<file path="src/rtl/mdu_hilo.sv">
// mdu_hilo: multi-cycle multiply/divide unit that owns the HI/LO pair.
//   Requests arrive from the EX-stage ALU over a valid/ready handshake.
//   MULT/MULTU finish after MUL_STAGES edges. DIV/DIVU use a radix-2
//   restoring divider and finish after 34 edges: 1 prep, 32 iterations, 1 fix.
//   MTHI/MTLO write directly on the accept edge.
// Ports:
//   clk, resetn            clock, synchronous active-low reset
//   req_valid/req_ready    request handshake (ready only in IDLE)
//   req_op[2:0]            0 MULT,1 MULTU,2 DIV,3 DIVU,4 MTHI,5 MTLO,6-7 nop
//   req_a, req_b [31:0]    rs / rt operands
//   cancel                 flush: aborts an in-flight op, blocks accept
//   busy                   MUL or DIV in flight
//   done                   one-cycle pulse, new HI/LO visible this cycle
//   hi, lo [31:0]          architectural HI/LO
module mdu_hilo #(
  parameter int MUL_STAGES = 2
) (
  input  logic        clk,
  input  logic        resetn,
  input  logic        req_valid,
  output logic        req_ready,
  input  logic [2:0]  req_op,
  input  logic [31:0] req_a,
  input  logic [31:0] req_b,
  input  logic        cancel,
  output logic        busy,
  output logic        done,
  output logic [31:0] hi,
  output logic [31:0] lo
);

  typedef enum logic [2:0] {
    S_IDLE, S_MUL, S_DIV_PRE, S_DIV_ITER, S_DIV_FIX
  } state_t;

  localparam logic [5:0] MUL_LAST = 6'(MUL_STAGES - 1);

  state_t      state_q;
  logic [31:0] a_q, b_q;
  logic        sgn_q;            // signed variant (MULT/DIV)
  logic [5:0]  cnt_q;
  logic [31:0] rem_q, quo_q, div_q;
  logic        qneg_q, rneg_q;
  logic [31:0] hi_q, lo_q;
  logic        done_q;

  logic        accept;
  logic [63:0] ma_d, mb_d, prod_d;
  logic [32:0] trial_d, diff_d;
  logic        take_d;

  assign busy      = (state_q != S_IDLE);
  assign req_ready = ~busy;
  assign accept    = req_valid & req_ready & ~cancel;
  assign done      = done_q;
  assign hi        = hi_q;
  assign lo        = lo_q;

  // Sign/zero extension to 64 bits makes the low 64 bits of one 64x64 multiply
  // correct for both MULT and MULTU. The MUL state only holds the result for
  // MUL_STAGES edges, so the multiplier can be retimed into that many stages.
  assign ma_d   = {{32{sgn_q & a_q[31]}}, a_q};
  assign mb_d   = {{32{sgn_q & b_q[31]}}, b_q};
  assign prod_d = ma_d * mb_d;

  // One restoring step. Because rem < divisor, a set bit 32 in the difference
  // can only mean a borrow, so it selects "restore".
  assign trial_d = {rem_q, quo_q[31]};
  assign diff_d  = trial_d - {1'b0, div_q};
  assign take_d  = ~diff_d[32];

  always_ff @(posedge clk) begin
    if (!resetn) begin
      state_q <= S_IDLE;
      a_q     <= '0;
      b_q     <= '0;
      sgn_q   <= 1'b0;
      cnt_q   <= '0;
      rem_q   <= '0;
      quo_q   <= '0;
      div_q   <= '0;
      qneg_q  <= 1'b0;
      rneg_q  <= 1'b0;
      hi_q    <= '0;
      lo_q    <= '0;
      done_q  <= 1'b0;
    end else begin
      done_q <= 1'b0;
      if (busy && cancel) begin
        // A flush overrides every state, including the final write edge.
        state_q <= S_IDLE;
      end else begin
        case (state_q)
          S_IDLE: begin
            if (accept) begin
              a_q   <= req_a;
              b_q   <= req_b;
              sgn_q <= ~req_op[0];
              cnt_q <= '0;
              case (req_op)
                3'd0, 3'd1: state_q <= S_MUL;
                3'd2, 3'd3: state_q <= S_DIV_PRE;
                3'd4:       hi_q    <= req_a;
                3'd5:       lo_q    <= req_a;
                default:    ;
              endcase
            end
          end
          S_MUL: begin
            if (cnt_q == MUL_LAST) begin
              {hi_q, lo_q} <= prod_d;
              done_q       <= 1'b1;
              state_q      <= S_IDLE;
            end else begin
              cnt_q <= cnt_q + 6'd1;
            end
          end
          S_DIV_PRE: begin
            quo_q   <= (sgn_q & a_q[31]) ? -a_q : a_q;
            div_q   <= (sgn_q & b_q[31]) ? -b_q : b_q;
            rem_q   <= '0;
            qneg_q  <= sgn_q & (a_q[31] ^ b_q[31]);
            rneg_q  <= sgn_q & a_q[31];
            cnt_q   <= '0;
            state_q <= S_DIV_ITER;
          end
          S_DIV_ITER: begin
            rem_q <= take_d ? diff_d[31:0] : trial_d[31:0];
            quo_q <= {quo_q[30:0], take_d};
            cnt_q <= cnt_q + 6'd1;
            if (cnt_q == 6'd31) state_q <= S_DIV_FIX;
          end
          S_DIV_FIX: begin
            // Divide by zero returns all-ones / dividend regardless of sign.
            // 0x8000_0000 / -1 needs no special case: negating 0x8000_0000
            // gives 0x8000_0000 back.
            if (b_q == '0) begin
              lo_q <= '1;
              hi_q <= a_q;
            end else begin
              lo_q <= qneg_q ? -quo_q : quo_q;
              hi_q <= rneg_q ? -rem_q : rem_q;
            end
            done_q  <= 1'b1;
            state_q <= S_IDLE;
          end
          default: state_q <= S_IDLE;
        endcase
      end
    end
  end

endmodule

</file>
<file path="config.mk">
export PLATFORM = sky130hd
export DESIGN_NAME = mdu_hilo
export DESIGN_NICKNAME = d
export VERILOG_FILES = /design/src/rtl/mdu_hilo.sv
export SDC_FILE = /design/constraint.sdc
export NUM_CORES = 2
export LEC_CHECK = 0
export CORE_AREA = 3 3 391 393
export DETAILED_ROUTE_END_ITERATION = 10
export DIE_AREA = 0 0 394 396
export GPL_TIMING_DRIVEN = 0
export PLACE_DENSITY_LB_ADDON = 0.08
export SLEW_MARGIN = 20
export SYNTH_ARGS = -nofsm -noshare
export SYNTH_HDL_FRONTEND = slang
export SYNTH_SLANG_ARGS = --single-unit
</file>
<file path="constraint.sdc">
create_clock -name clk -period 20.5 [get_ports clk]
set_clock_uncertainty 0.15 [all_clocks]
set_input_delay 2.05 -clock clk [delete_from_list [all_inputs] [get_ports clk]]
set_output_delay 2.05 -clock clk [all_outputs]
set_load 0.01 [all_outputs]
</file>
* After elaboration in Yosys (flattened, before gate mapping)
Cells that the tools add are included.
** Word-level totals
- Register bits :: 237
- Bits in latches :: 0
- RAM bits :: 0
- Bits in read-only memories :: 0
- Bits of input ports :: 71
- Output and inout bits :: 67
- Logic and storage cells :: 95
- Memories :: 0
** Operators by class
- Add/sub/neg operators :: 6
- Multipliers :: 1
- Div/mod/pow operators :: 0
- $lt $le $gt $ge :: 0
- Eq/ne operators :: 18
- Shift-type cells :: 0
- Mux-type cells :: 27
- Bitwise gates (word level) :: 12
- Reductions and logical operators :: 18
** Operators with widths (count)
- two-way mux 32 bit :: 13
- case mux 32 bit (3 select lines) :: 2
- negator 32 bit :: 4
- case mux 32 bit (2 select lines) :: 2
- multiplier 33 x 33 -> 64 bit :: 1
- subtractor 33 x 32 -> 33 bit :: 1
- logical NOT 32 bit :: 1
- case mux 6 bit (4 select lines) :: 1
- equality test 3 x 2 -> 1 bit, second input constant :: 4
- two-way mux 6 bit :: 2
- case mux 3 bit (4 select lines) :: 1
- AND reduction 5 bit :: 2
- equality test 3 bit, second input constant :: 3
- two-way mux 3 bit :: 3
- != test 2 bit, second input constant :: 4
- AND reduction 4 bit :: 2
- adder 6 x 1 -> 6 bit, second input constant :: 1
- equality test 3 x 1 -> 1 bit, second input constant :: 2
- equality test 6 x 1 -> 1 bit, second input constant :: 1
- equality test 6 x 5 -> 1 bit, second input constant :: 1
- logical NOT 3 bit :: 2
- inverter 1 bit :: 6
- case mux 3 bit (2 select lines) :: 1
- nonzero test 3 bit :: 2
- 12 further kinds :: 20

* Depth between registers and ports, before layout
- Word-level depth :: 6
- Mapped depth :: 33
- Depth with buffers taken out :: 29

* Worst setup path before layout
Ideal clock, no wire load.
- Kind :: register to register
- Start :: register a_q[31]
- End :: register hi_q[26] (netlist: hi[26])
- Setup time :: 0.123 ns
- Arrival time :: 8.272 ns
- Required time :: 20.227 ns
- Setup slack :: 11.955 ns
- Cell stages (with the launch flop) :: 34
- Buffers on the path :: 4
- Period minus slack after synthesis :: 8.545 ns
- Cells stage by stage :: dfxtp_1 -> clkbuf_1 -> and2_1 -> clkbuf_1 -> clkbuf_1 -> nand2_1 -> inv_1 -> fa_1 -> inv_1 -> fa_1 -> inv_1 -> fa_1 -> fa_1 -> inv_1 -> fa_1 -> inv_1 -> fa_1 -> inv_1 -> fa_1 -> fa_1 -> inv_1 -> ha_1 -> clkbuf_1 -> a21oi_1 -> o21ai_0 -> a221o_1 -> a31oi_1 -> nand2_1 -> nor2_1 -> a21oi_1 -> nor2_1 -> xnor2_1 -> a221oi_1 -> nor2_1
** Between the ends
- Word-level cells in the longest chain between the ends :: 4
** Ends and longest elaborated chain
- start, declared :: RTL line 39 : logic [31:0] a_q, b_q;
- start signal, assigned :: RTL line 96 : a_q <= req_a;
- AND 1 bit :: RTL line 62 : assign ma_d = {{32{sgn_q & a_q[31]}}, a_q};
- multiplier 33 x 33 -> 64 bit (*) :: RTL line 64 : assign prod_d = ma_d * mb_d;
- two-way mux 32 bit (*) :: RTL line 110 : if (cnt_q == MUL_LAST) begin
- case mux 32 bit (3 select lines) (*) :: RTL line 93 : case (state_q)
- end signal, assigned :: RTL line 103 : 3'd4: hi_q <= req_a;
- end signal, assigned :: RTL line 111 : {hi_q, lo_q} <= prod_d;
- end signal, assigned :: RTL line 139 : hi_q <= a_q;
- end, declared :: RTL line 44 : logic [31:0] hi_q, lo_q;
Every way passes the cells marked *; elsewhere a longest branch is shown, timed or not. The select of a mux whose other input is x is not followed.
A chain may end at the register's enable or synchronous reset.

* Worst setup path after layout
- Start :: register a_q[31]
- End :: register hi_q[24] (netlist: hi[24])
Same word-level chain as after synthesis.

==> run summary <==
status - finished, final reports clean
initial antenna violation count - 19
final net count - 7,706
post_cts resized - 0
period utilization - 55.80%
CTS clock-pin slew for the worst setup and hold paths - 70 ps
commonest register cell after synthesis - dfxtp_1
Synth Instances - 6,091
Seq/Total Area, Yosys - 9.058%
commonest non-fill, non-tap cell in the layout - inv_1
Slew headroom - 14.07%
GPL Wtd Cong - 0.9558
antenna viol nets, final - 0
Max FO, Critical Path - 10
Netlist cell types - 67
CP Capture Type - flip-flop
FF+latch count, synth - 237
CTS buffer count - 26
layout cell share with drive strength beyond 1 - 1.418%
Tot Pwr - 2.075 mW
largest net degree at the start of global routing - 15
io pins - 138
drt drc - 0
fin area - 57,370 um2
number of setup violations in the final report - 0
wire length per cell - 27.04 um
fillers - 15,704
Worst EP required - 20,840 ps
Horiz. Die Dim - 394 um
Worst Tran Pin Value - 1289 ps
Lkg Pwr - 26.38 nW
total number of vias - 42,878
Pwr per Cell Area - 36.16 nW/um2
num rows - 142
RSZ-0062 raised after global routing - no
DIE AREA - 156,000 um2
post-route setup TNS - 0 ps
vias per cell - 5.166
TritonCTS Sinks - 237
total core area - 149,800 um2
GRT Resource Usage Total - 28.87%
Final Hold Viols - 0
first-pass GRT wire length - 326.0 mm
Achievable Freq - 87.42 MHz
Crit-path slowest cell - fa_1
H-tree depth - 1
placed insts - 8,246
dpl cell area - 56,340 um2
Final Non-Filler Cells - 8,300
MaxCap Viol Count - 0
grt total ovfl - 0
Max clock buf depth - 3
WP data arrival - 11,780 ps
number of buffers added on ports - 137
P&R area growth vs syn - 9.523%
CTS tree - yes
critical path's largest stage delay - 920 ps
clk root buf - clkbuf_16
Crit path max-delay family - adder cells
most frequent cells in the layout - inv_1, fa_1, nand2_1
Syn Area/Cell - 8.600 um2
DR iter-0 viols - 3,166
cts hold-fix bufs - 0
synthesized cell area - 52,380 um2
Async S/R FF share, synth - 0%
crit path time final - 11,440 ps
Crit Path Category - flip-flop to flip-flop
VDD IR max - 0.06052 mV
Ys Warns - 0
initial core utilization - 34.97%
Slew Viols, Final - 0
Hold Path Class - flip-flop to flip-flop
final WL - 224.5 mm
Post-synth EDFFs - 0
vias in the first global route - 45,200
CP Buf/Inv Count - 11
HPWL Detailed - 192.2 mm
worst skew pair latency - 610 ps
chip height - 396 um
post-CTS setup buffers - 0
startpoint types - flip-flop
Mapped Nets - 7,539
most used cell, CP - fa_1
First-pass DRT Iterations - 8
==> synth_stat cells (all sizes together) (3+ instances only) <==
cell     instances  share of area (%)
o22ai            4              0.048
nor2b           21               0.25
a22oi            3              0.043
a221oi          51               0.86
nor2           161                1.2
o31ai           35               0.54
buf             81               0.59
a31o             6               0.10
nor4            12               0.14
ha             251                6.0
a41oi            6               0.10
nor3            35               0.33
mux2i           33               0.63
o21ai          213                2.0
or4             11               0.16
o31a             4              0.067
nand3           46               0.44
a21oi          188                1.8
o21a            18               0.26
and3            27               0.32
a31oi           18               0.21
xnor2          134                2.3
nand4           18               0.21
nand2b          20               0.24
a221o            7               0.13
clkbuf         323                2.3
fa            1126                 43
a2111oi          3              0.050
a211oi          23               0.33
xor2            84                1.4
or3             35               0.46
inv           1183                8.5
dfxtp          237                9.1
o21bai          12               0.17
and2           350                4.2
o211ai           9               0.13
nand2         1052                7.5
nand3b           3              0.043
o41a             3              0.064
a21o            47               0.67
a21boi         102                1.5
o41ai           14               0.23
o211a           37               0.71
o221ai          31               0.52
==> final cells by class <==
| type | count | area, um2 | share of cell area, % |
|---|---|---|---|
| repair buffers | 139 | 1406 | 2.451 |
| clock inverters | 11 | 239.0 | 0.4166 |
| clock buffers | 35 | 764.5 | 1.333 |
| well taps | 2016 | 2522 | 4.397 |
| inverters | 1183 | 4441 | 7.740 |
| multi-input cells | 4267 | 41690 | 72.66 |
| flip-flops and latches | 237 | 4745 | 8.270 |
| plain buffers | 404 | 1548 | 2.698 |
| diodes | 8 | 20.02 | 0.03489 |
==> worst min-delay path: stages, from the launching register on <==
cell and delay (ps):
dfxtp_1 330, nand2_1 50, a21boi_0 70
==> metrics by stage <==
step	utilization (%)	setup WS, ps	hold slack (ps)
floorplan	-	11960	291.0
global placement	37.57	8440	321.3
detailed placement	37.62	9070	326.9
CTS	38.29	8999	338.1
global route	38.29	8631	364.4
finish	38.30	9062	347.8
==> sequential cells by signal, summed over array words and instances, names as in the netlist, 6 cells and up <==
signal	count
quo_q	32
rem_q	32
a_q	32
div_q	32
lo	32
b_q	32
cnt_q	6
hi	32
==> metal layers <==
metal  track usage (%)  part of all wire [%]  vias to the layer above
met3             3.553                   6.1                      327
met4             11.24                   4.6                        2
met5                 0                0.0036                        -
met2             47.78                    47                     1536
li1                  -                     -                    18937
met1             38.60                    43                    22076
==> path summary, 6_finish.rpt <==
path / startpoint / endpoint / slack [ps] / cells after the start
setup / recovery: a_q[31] / hi[24] / 9060 / 29
hold / removal: div_q[0] / div_q[0] / 350 / 2
setup reg to reg: a_q[31] / hi[24] / 9060 / 29
hold reg to reg: div_q[0] / div_q[0] / 350 / 2
==> cells by family after synthesis <==
kind of cell | Yosys count | synth area share (%)
buffers and inverters | 1587 | 11.38
XOR/XNOR | 218 | 3.659
multiplexers | 33 | 0.6306
flip-flops | 237 | 9.058
AND/OR/NAND/NOR | 1796 | 15.55
adder cells (fa/ha/maj) | 1377 | 49.03
AO/OA/AOI/OAI | 843 | 10.70
==> report_power, final <==
| part | switching, mW | internal, mW |
|---|---|---|
| clock | 0.231 | 0.339 |
| sequential | 0.0264 | 0.492 |
| combinational | 0.667 | 0.319 |
(Power assumes the default switching activity.)
